===== config.mk =====
export PLATFORM = sky130hd
export DESIGN_NAME = game_arena
export DESIGN_NICKNAME = d
export VERILOG_FILES = /design/src/rtl/game_pkg.sv /design/src/rtl/step_counter.sv /design/src/rtl/game_arena.sv
export SDC_FILE = /design/constraint.sdc
export NUM_CORES = 1
export LEC_CHECK = 0
export ABC_AREA = 1
export ABC_CLOCK_PERIOD_IN_PS = 2540
export CORE_MARGIN = 5
export CORE_UTILIZATION = 50
export CTS_CLUSTER_SIZE = 16
export DETAILED_ROUTE_END_ITERATION = 12
export PLACE_DENSITY = 0.86
export SLEW_MARGIN = 20
export SYNTH_ARGS = -nofsm -noshare
export SYNTH_HDL_FRONTEND = slang
export SYNTH_SLANG_ARGS = --single-unit

===== constraint.sdc =====
create_clock -name clk -period 2.54 [get_ports clk]
set_input_delay 0.762 -clock clk [delete_from_list [all_inputs] [get_ports clk]]
set_output_delay 0.762 -clock clk [all_outputs]
set_load 0.05 [all_outputs]

===== src/rtl/game_pkg.sv =====
// Shared types and encodings for the multi-channel counter game.
package game_pkg;

  typedef enum logic [1:0] {
    IDLE = 2'b00,
    PLAY = 2'b01,
    OVER = 2'b10
  } game_state_e;

  localparam logic [1:0] MODE_UP1 = 2'b00;
  localparam logic [1:0] MODE_UPS = 2'b01;
  localparam logic [1:0] MODE_DN1 = 2'b10;
  localparam logic [1:0] MODE_DNS = 2'b11;

  localparam logic [1:0] WHO_NONE = 2'b00;
  localparam logic [1:0] WHO_LOS  = 2'b01;
  localparam logic [1:0] WHO_WIN  = 2'b10;

endpackage


===== src/rtl/step_counter.sv =====
// One wrapping game counter: +1, +STEP, -1 or -STEP per enabled edge.
module step_counter
  import game_pkg::*;
#(
  parameter int WIDTH = 4,
  parameter int STEP  = 2
) (
  input  logic             clk,
  input  logic             reset,
  input  logic             init,
  input  logic             clear,
  input  logic             en,
  input  logic [1:0]       mode,
  input  logic [WIDTH-1:0] load,
  output logic [WIDTH-1:0] count
);

  localparam logic [WIDTH-1:0] ONE    = WIDTH'(1);
  localparam logic [WIDTH-1:0] STEP_V = WIDTH'(STEP);

  logic [WIDTH-1:0] count_next;

  always_comb begin
    count_next = count;
    case (mode)
      MODE_UP1: count_next = count + ONE;
      MODE_UPS: count_next = count + STEP_V;
      MODE_DN1: count_next = count - ONE;
      MODE_DNS: count_next = count - STEP_V;
      default:  count_next = count;
    endcase
  end

  always_ff @(posedge clk) begin
    if (reset)      count <= '0;
    else if (init)  count <= load;
    else if (clear) count <= '0;
    else if (en)    count <= count_next;
  end

endmodule


===== src/rtl/game_arena.sv =====
// N-channel counter game: per-channel counters and scores, with a central
// FSM that ends the game on the first score limit and waits for a host ack.
module game_arena
  import game_pkg::*;
#(
  parameter int N_CH        = 2,
  parameter int WIDTH       = 4,
  parameter int STEP        = 2,
  parameter int SCORE_W     = 4,
  parameter int SCORE_LIMIT = 15
) (
  input  logic                                    clk,
  input  logic                                    reset,
  input  logic                                    init,
  input  logic                                    start,
  input  logic                                    ack,
  input  logic [N_CH-1:0]                         en,
  input  logic [2*N_CH-1:0]                       control,
  input  logic [WIDTH*N_CH-1:0]                   load,
  output logic [WIDTH*N_CH-1:0]                   count,
  output logic [N_CH-1:0]                         win,
  output logic [N_CH-1:0]                         los,
  output logic [SCORE_W*N_CH-1:0]                 wins,
  output logic [SCORE_W*N_CH-1:0]                 losses,
  output logic [1:0]                              state,
  output logic                                    gameover,
  output logic [((N_CH > 1) ? $clog2(N_CH) : 1)-1:0] who_ch,
  output logic [1:0]                              who_kind
);

  localparam int CH_W = (N_CH > 1) ? $clog2(N_CH) : 1;
  localparam logic [SCORE_W-1:0] SCORE_MAX = '1;
  localparam logic [SCORE_W-1:0] LIMIT     = SCORE_W'(SCORE_LIMIT);

  function automatic logic [SCORE_W-1:0] sat_inc(input logic [SCORE_W-1:0] v);
    return (v == SCORE_MAX) ? v : v + SCORE_W'(1);
  endfunction

  game_state_e       state_q, state_next;
  logic              play, clear, any_hit;
  logic [N_CH-1:0]   step_en, hit_win, hit_los;
  logic [CH_W-1:0]   who_ch_next;
  logic [1:0]        who_kind_next;

  assign play    = (state_q == PLAY);
  assign clear   = (state_q == OVER) && ack;
  assign step_en = play ? en : '0;

  for (genvar i = 0; i < N_CH; i++) begin : g_ch
    logic [WIDTH-1:0]   cnt;
    logic [SCORE_W-1:0] wins_r, losses_r, wins_inc, losses_inc;
    logic               win_r, los_r, all_ones, is_zero;

    step_counter #(.WIDTH(WIDTH), .STEP(STEP)) u_cnt (
      .clk   (clk),
      .reset (reset),
      .init  (init),
      .clear (clear),
      .en    (step_en[i]),
      .mode  (control[2*i +: 2]),
      .load  (load[WIDTH*i +: WIDTH]),
      .count (cnt)
    );

    // Scoring looks at the count before this edge's update.
    assign all_ones   = &cnt;
    assign is_zero    = ~|cnt;
    assign wins_inc   = sat_inc(wins_r);
    assign losses_inc = sat_inc(losses_r);
    assign hit_win[i] = step_en[i] && all_ones && (wins_inc == LIMIT);
    assign hit_los[i] = step_en[i] && is_zero && (losses_inc == LIMIT);

    always_ff @(posedge clk) begin
      if (reset || init || clear) begin
        wins_r   <= '0;
        losses_r <= '0;
        win_r    <= 1'b0;
        los_r    <= 1'b0;
      end else if (step_en[i]) begin
        if (all_ones) begin
          win_r  <= 1'b1;
          los_r  <= 1'b0;
          wins_r <= wins_inc;
        end else if (is_zero) begin
          win_r    <= 1'b0;
          los_r    <= 1'b1;
          losses_r <= losses_inc;
        end else begin
          win_r <= 1'b0;
          los_r <= 1'b0;
        end
      end
    end

    assign count[WIDTH*i +: WIDTH]    = cnt;
    assign wins[SCORE_W*i +: SCORE_W]   = wins_r;
    assign losses[SCORE_W*i +: SCORE_W] = losses_r;
    assign win[i] = win_r;
    assign los[i] = los_r;
  end

  // Walk downward so the lowest hitting channel is the one that sticks.
  always_comb begin
    any_hit       = 1'b0;
    who_ch_next   = '0;
    who_kind_next = WHO_NONE;
    for (int i = N_CH - 1; i >= 0; i--) begin
      if (hit_win[i] || hit_los[i]) begin
        any_hit       = 1'b1;
        who_ch_next   = CH_W'(i);
        who_kind_next = hit_win[i] ? WHO_WIN : WHO_LOS;
      end
    end
  end

  always_comb begin
    state_next = state_q;
    if (init) begin
      state_next = IDLE;
    end else begin
      case (state_q)
        IDLE:    if (start)   state_next = PLAY;
        PLAY:    if (any_hit) state_next = OVER;
        OVER:    if (ack)     state_next = IDLE;
        default: state_next = IDLE;
      endcase
    end
  end

  always_ff @(posedge clk) begin
    if (reset) state_q <= IDLE;
    else       state_q <= state_next;
  end

  always_ff @(posedge clk) begin
    if (reset || init || clear) begin
      who_ch   <= '0;
      who_kind <= WHO_NONE;
    end else if (play && any_hit) begin
      who_ch   <= who_ch_next;
      who_kind <= who_kind_next;
    end
  end

  assign state    = state_q;
  assign gameover = (state_q == OVER);

endmodule


-- After elaboration in Yosys (flattened, before gate mapping)
Cells that the tools add are included.
- register bits after elaboration: 33
- ROM bits: 0
- bits of input ports: 19
- bits in latches: 0
- memories: 0
- bits in writable memories: 0
- logic and storage cells: 109
- output and inout bits: 34
- bitwise gates (word level): 4
- reduce and logical (&&, ||, !) cells: 31
- $mul: 0
- magnitude comparators: 0
- shift operators: 0
- div/mod/pow operators: 0
- mux-type cells: 30
- add/subtract/negate cells: 12
- equal/unequal tests: 19
- operator list (operator ; count):
    $mux 4 ; 10
    $eq 4x4->1 const B ; 8
    $pmux 4 s4 ; 2
    $add 4x1->4 const B ; 6
    $mux 2 ; 8
    $eq 2x2->1 const B ; 5
    $logic_and 1x1->1 ; 10
    $reduce_and 5->1 ; 2
    $mux 1 ; 9
    $reduce_and 3->1 ; 3
    $add 4x2->4 const B ; 2
    $reduce_and 4->1 ; 2
    $reduce_or 4->1 ; 2
    $sub 4x1->4 const B ; 2
    $sub 4x2->4 const B ; 2
    $eq 2x1->1 const B ; 3
    $logic_not 2->1 ; 3
    $pmux 2 s3 ; 1
    $reduce_bool 3->1 ; 2
    $logic_or 1x1->1 ; 4
    $ne 2x2->1 const B ; 2
    $not 1->1 ; 4
    $logic_not 1->1 ; 2
    $ne 2x1->1 const B ; 1
    $reduce_or 2->1 ; 1

-- Logic depth before layout (Yosys ltp)
- depth after elaboration: 9
- mapped depth: 12

-- Cells and area by module
A second synthesis with hierarchy kept.
- cells, all modules: 412
- area, all modules: 2519.9 sq um
- modules (own cells, without submodules) (module ; area an instance (sq um) ; times used ; cells an instance):
    game_arena ; 1719.1 ; 1 ; 280
    step_counter ; 400.4 ; 2 ; 66

-- Worst setup path before layout
No wires, ideal clock.
- path type: reg-to-reg
- from: reg state_q[1] (netlist: state[1])
- to: reg g_ch[1].u_cnt.count[3]
- required time: 2422 ps
- period minus slack after synthesis: 2360 ps
- slack: 180 ps
- arrival time: 2242 ps
- stages on the path, launching flop included: 10
- path through: dfxtp_1 -> inv_2 -> nor2_1 -> nand2_1 -> nand2_1 -> inv_2 -> nand2_1 -> nand2_1 -> a21oi_1 -> nor2_1
- word-level cells in the longest chain between the ends: 4
- RTL lines (element ; line ; source):
    from (decl) ; game_arena.sv:39 ; game_state_e state_q, state_next;
    from (signal assigned) ; game_arena.sv:132 ; else state_q <= state_next;
    $eq 2x2->1 (*) ; n/a ;
    net gameover ; game_arena.sv:26 ; output logic gameover,
    $logic_and 1x1->1 (*) ; game_arena.sv:46 ; assign clear = (state_q == OVER) && ack;
    $mux 4 ; step_counter.sv:37 ; else if (clear) count <= '0;
    $mux 4 ; step_counter.sv:36 ; else if (init) count <= load;
    to (signal assigned) ; step_counter.sv:36 ;
    to (signal assigned) ; step_counter.sv:38 ; else if (en) count <= count_next;
    to (decl) ; step_counter.sv:15 ; output logic [WIDTH-1:0] count
Mark *: on every way through the listed nets, which the timed path passes. The rest lies on a longest branch.
A chain may end at the register's enable or synchronous reset.

-- Worst setup path in the final report
- from: reg g_ch[1].u_cnt.count[2]
- to: out count[6]
- RTL lines (element ; line ; source):
    to (decl) ; game_arena.sv:20 ; output logic [WIDTH*N_CH-1:0] count,
No word-level cell between the ends.

==> impl_metrics.py <==
metrics = {
    "outcome": {
        "status": "finished clean",
    },
    "sta": {
        "hold-worst-slack_ns": 0.472,
        "timing.final.crit_period_ns": 2.42,
        "hold_violations": 0,
        "fin_tns_setup_ns": 0,
        "tightest_slew_ns": 0.503,
        "fmax_mhz": 413,
        "rsz0062_at_grt": "no",
        "worst_clock_skew_ns": 0.00429,
        "finalSetupViolations": 0,
        "timing.final.crit_share_pct": 95.2,
        "relSlewSlack_pct": 66.4,
        "drv_slew": 0,
    },
    "place": {
        "gp_congestion": 0.899,
        "placed_cells": 454,
        "portBuffers": 52,
        "dp_hpwl_mm": 4.46,
    },
    "yosys": {
        "synth_nets": 377,
        "synth_cells": 346,
        "synth_top_area_share_pct": 28.8,
        "ys_top_cells_by_area": "dfxtp_1 (29%), nand2_1 (13%), inv_1 (8.0%), a21oi_1 (7.2%), nor2_1 (6.4%)",
        "ys_ff_latch": 33,
        "yosysUniqueCellTypes": 31,
        "synth.largest_area_cell": "dfxtp_1",
        "syn_area_per_cell_um2": 6.63,
        "yosys_warnings": 0,
        "yosysSeqAreaShare_pct": 28.8,
        "netlist_area_um2": 2290,
    },
    "grt": {
        "grt_max_degree": 16,
        "gr-total-overflow": 0,
        "grt_pass1_wl_mm": 9.80,
        "grt_pass1_vias": 2256,
        "grtUsageTotal_pct": 19.4,
        "antenna_found_initial": 0,
    },
    "finish": {
        "mostFrequentLayoutCells": "nand2_1 (82), clkdlybuf4s50_1 (50), inv_1 (49), nor2_1 (39)",
        "drive_gt1_share_pct": 10.5,
        "area_growth_syn_to_layout_pct": 31.0,
        "nets": 440,
        "fillers": 387,
        "final_common_cell": "nand2_1",
        "instances_no_fill": 462,
        "antennaDiodeCount": 0,
    },
    "cts": {
        "cts_buffer_depth": 2,
        "hold_buffers": 0,
        "h-tree-depth": 2,
        "path_clk_slew_ns": 0.07,
        "cts-buffers-inserted": 5,
        "ctsRootBufferMaster": "clkbuf_8",
        "clock_sinks": 33,
        "cts_tree": "yes",
        "clkLatencyLatePin_ns": 0.28,
        "post_cts_buffers": 0,
        "ctsResizeCount": 0,
    },
    "worst_setup_path": {
        "critPathArrivalTime_ns": 1.66,
        "cp_max_fo": 7,
        "slowest_delay_ns": 0.87,
        "reg2reg_slack_ns": 0.80,
        "critPathRequiredTime_ns": 1.78,
        "critPathKind": "reg2out",
        "critPathLaunchType": "register",
        "worst_path_max_delay_cell": "clkdlybuf4s50_1",
        "crit_path_end_kind": "output pin",
        "crit_chain": "clkdlybuf4s50_1",
        "r2r_start": "g_ch[0].wins_r[0]",
        "worstRegToRegCells": 10,
        "timing.critical_path.buf_inv": 1,
        "cp_top_family": "buffers and inverters",
        "r2r-end": "who_kind[1]",
    },
    "floorplanning": {
        "start_util_pct": 52.0,
        "die_h_um": 77.7,
        "ios": 53,
        "dieArea_um2": 6040,
        "fp.dieW_um": 77.7,
        "core-area_um2": 4410,
        "fp-row-count": 24,
    },
    "drt": {
        "wl_met1_mm": 2.54,
        "post_drt_wl_per_cell_um": 12.3,
        "ant_nets": 0,
        "vias": 2364,
        "drc": 0,
        "wirelength_mm": 5.70,
        "drtPass1Iterations": 4,
        "routed.top_layer": "met4",
        "dr_wl_met3_um": 238,
        "wl_met2_mm": 2.80,
        "first_iter_violations": 130,
        "viasPerCell": 5.12,
    },
    "power": {
        "pwr_density_cell_nw_per_um2": 424,
        "switching_share_pct": 29.9,
        "p_leak_nw": 1.37,
        "clkPwrFrac_pct": 34.2,
        "p_switching_mw": 0.381,
        "seqPwrFrac_pct": 43.9,
        "pwr-share-comb_pct": 21.9,
        "peakVddDrop_mv": 0.254,
        "cell_internal_pwr_mw": 0.892,
    },
    "worst_hold_path": {
        "holdPathStages": 2,
        "hp-class": "reg2reg",
        "holdPathEnd": "who_kind[0]",
        "hp-start": "who_kind[0]",
    },
    "flow_run": {
        "maxCapViolations": 0,
    },
}
-- state kept, by name (all words and copies together), names as in the netlist --
register / count
g_ch.los_r: 2
g_ch.losses_r: 8
g_ch.u_cnt.count: 8
g_ch.win_r: 2
g_ch.wins_r: 8
state: 2
who_ch: 1
who_kind: 2
-- cells in the mapped netlist (all sizes together) --
| cell | n |
|---|---|
| o211ai | 1 |
| buf | 5 |
| xor2 | 3 |
| inv | 51 |
| ha | 8 |
| nand2b | 1 |
| o31ai | 1 |
| nand4 | 8 |
| a22oi | 1 |
| fa | 4 |
| nor2 | 46 |
| clkbuf | 1 |
| a211oi | 2 |
| nand2 | 90 |
| dfxtp | 33 |
| a31oi | 2 |
| a21oi | 33 |
| nor3 | 4 |
| nand3 | 18 |
| and3 | 1 |
| xnor2 | 6 |
| o21ai | 27 |
-- how the worst max path moves through the flow --
stage | end | cells after the start | start | slack [ns]
after floorplan | g_ch[1].u_cnt.count[3] | 9 | state[1] | 0.18
after global placement | g_ch[1].u_cnt.count[3] | 11 | control[2] | 0.05
after detailed placement | g_ch[1].u_cnt.count[3] | 11 | control[2] | -0.05
after CTS | count[6] | 1 | g_ch[1].u_cnt.count[2] | 0.12
after global routing | g_ch[1].u_cnt.count[3] | 11 | control[2] | 0.07
final | count[6] | 1 | g_ch[1].u_cnt.count[2] | 0.12
-- kinds of logic after synthesis --
family	after synthesis	share of synthesized area, %
compound gates	67	15.3
xor+xnor	9	3.44
fa+ha+maj	12	7.86
buf+inv	57	10.3
flops	33	28.8
simple gates	168	34.3
-- metrics by stage --
step | setup WS, ns | power (mW) | instance area, µm² | util (%)
after global routing | 0.0711 | 1.33 | 3010 | 68.1
final | 0.121 | 1.27 | 3010 | 68.1
after global placement | 0.0537 | 0.840 | 2900 | 65.8
after CTS | 0.119 | 1.28 | 3010 | 68.1
after floorplan | 0.180 | 0.742 | 2290 | -
after detailed placement | -0.0460 | 0.848 | 2900 | 65.8
-- routing by layer --
layer / global-route usage [%] / up-vias
li1: - / 1242
met4: 7.56 / 0
met5: 0 / -
met2: 34.0 / 60
met3: 3.47 / 13
met1: 23.4 / 1049
-- power groups by stage --
| stage | Sequential (mW) | Clock [mW] | Combinational [mW] |
|---|---|---|---|
| 2_1_floorplan | 0.616 | 0 | 0.126 |
| 3_3_place_gp | 0.570 | 0 | 0.270 |
| 3_5_place_dp | 0.571 | 0 | 0.277 |
| 4_1_cts | 0.559 | 0.442 | 0.279 |
| 5_1_grt | 0.562 | 0.462 | 0.304 |
| 6_report | 0.559 | 0.435 | 0.278 |
-- final cells by class --
cell class              instances  area [µm²]  share of cell area (%)
multi-input cells             256        1400                    46.5
clock buffers                   7        96.3                    3.21
repair buffers                 62         591                    19.7
well taps                      52        65.1                    2.16
flip-flops and latches         33         661                    22.0
inverters                      51         191                    6.37
clock inverters                 1        5.00                   0.167
Power figures use the tool's default switching activity.
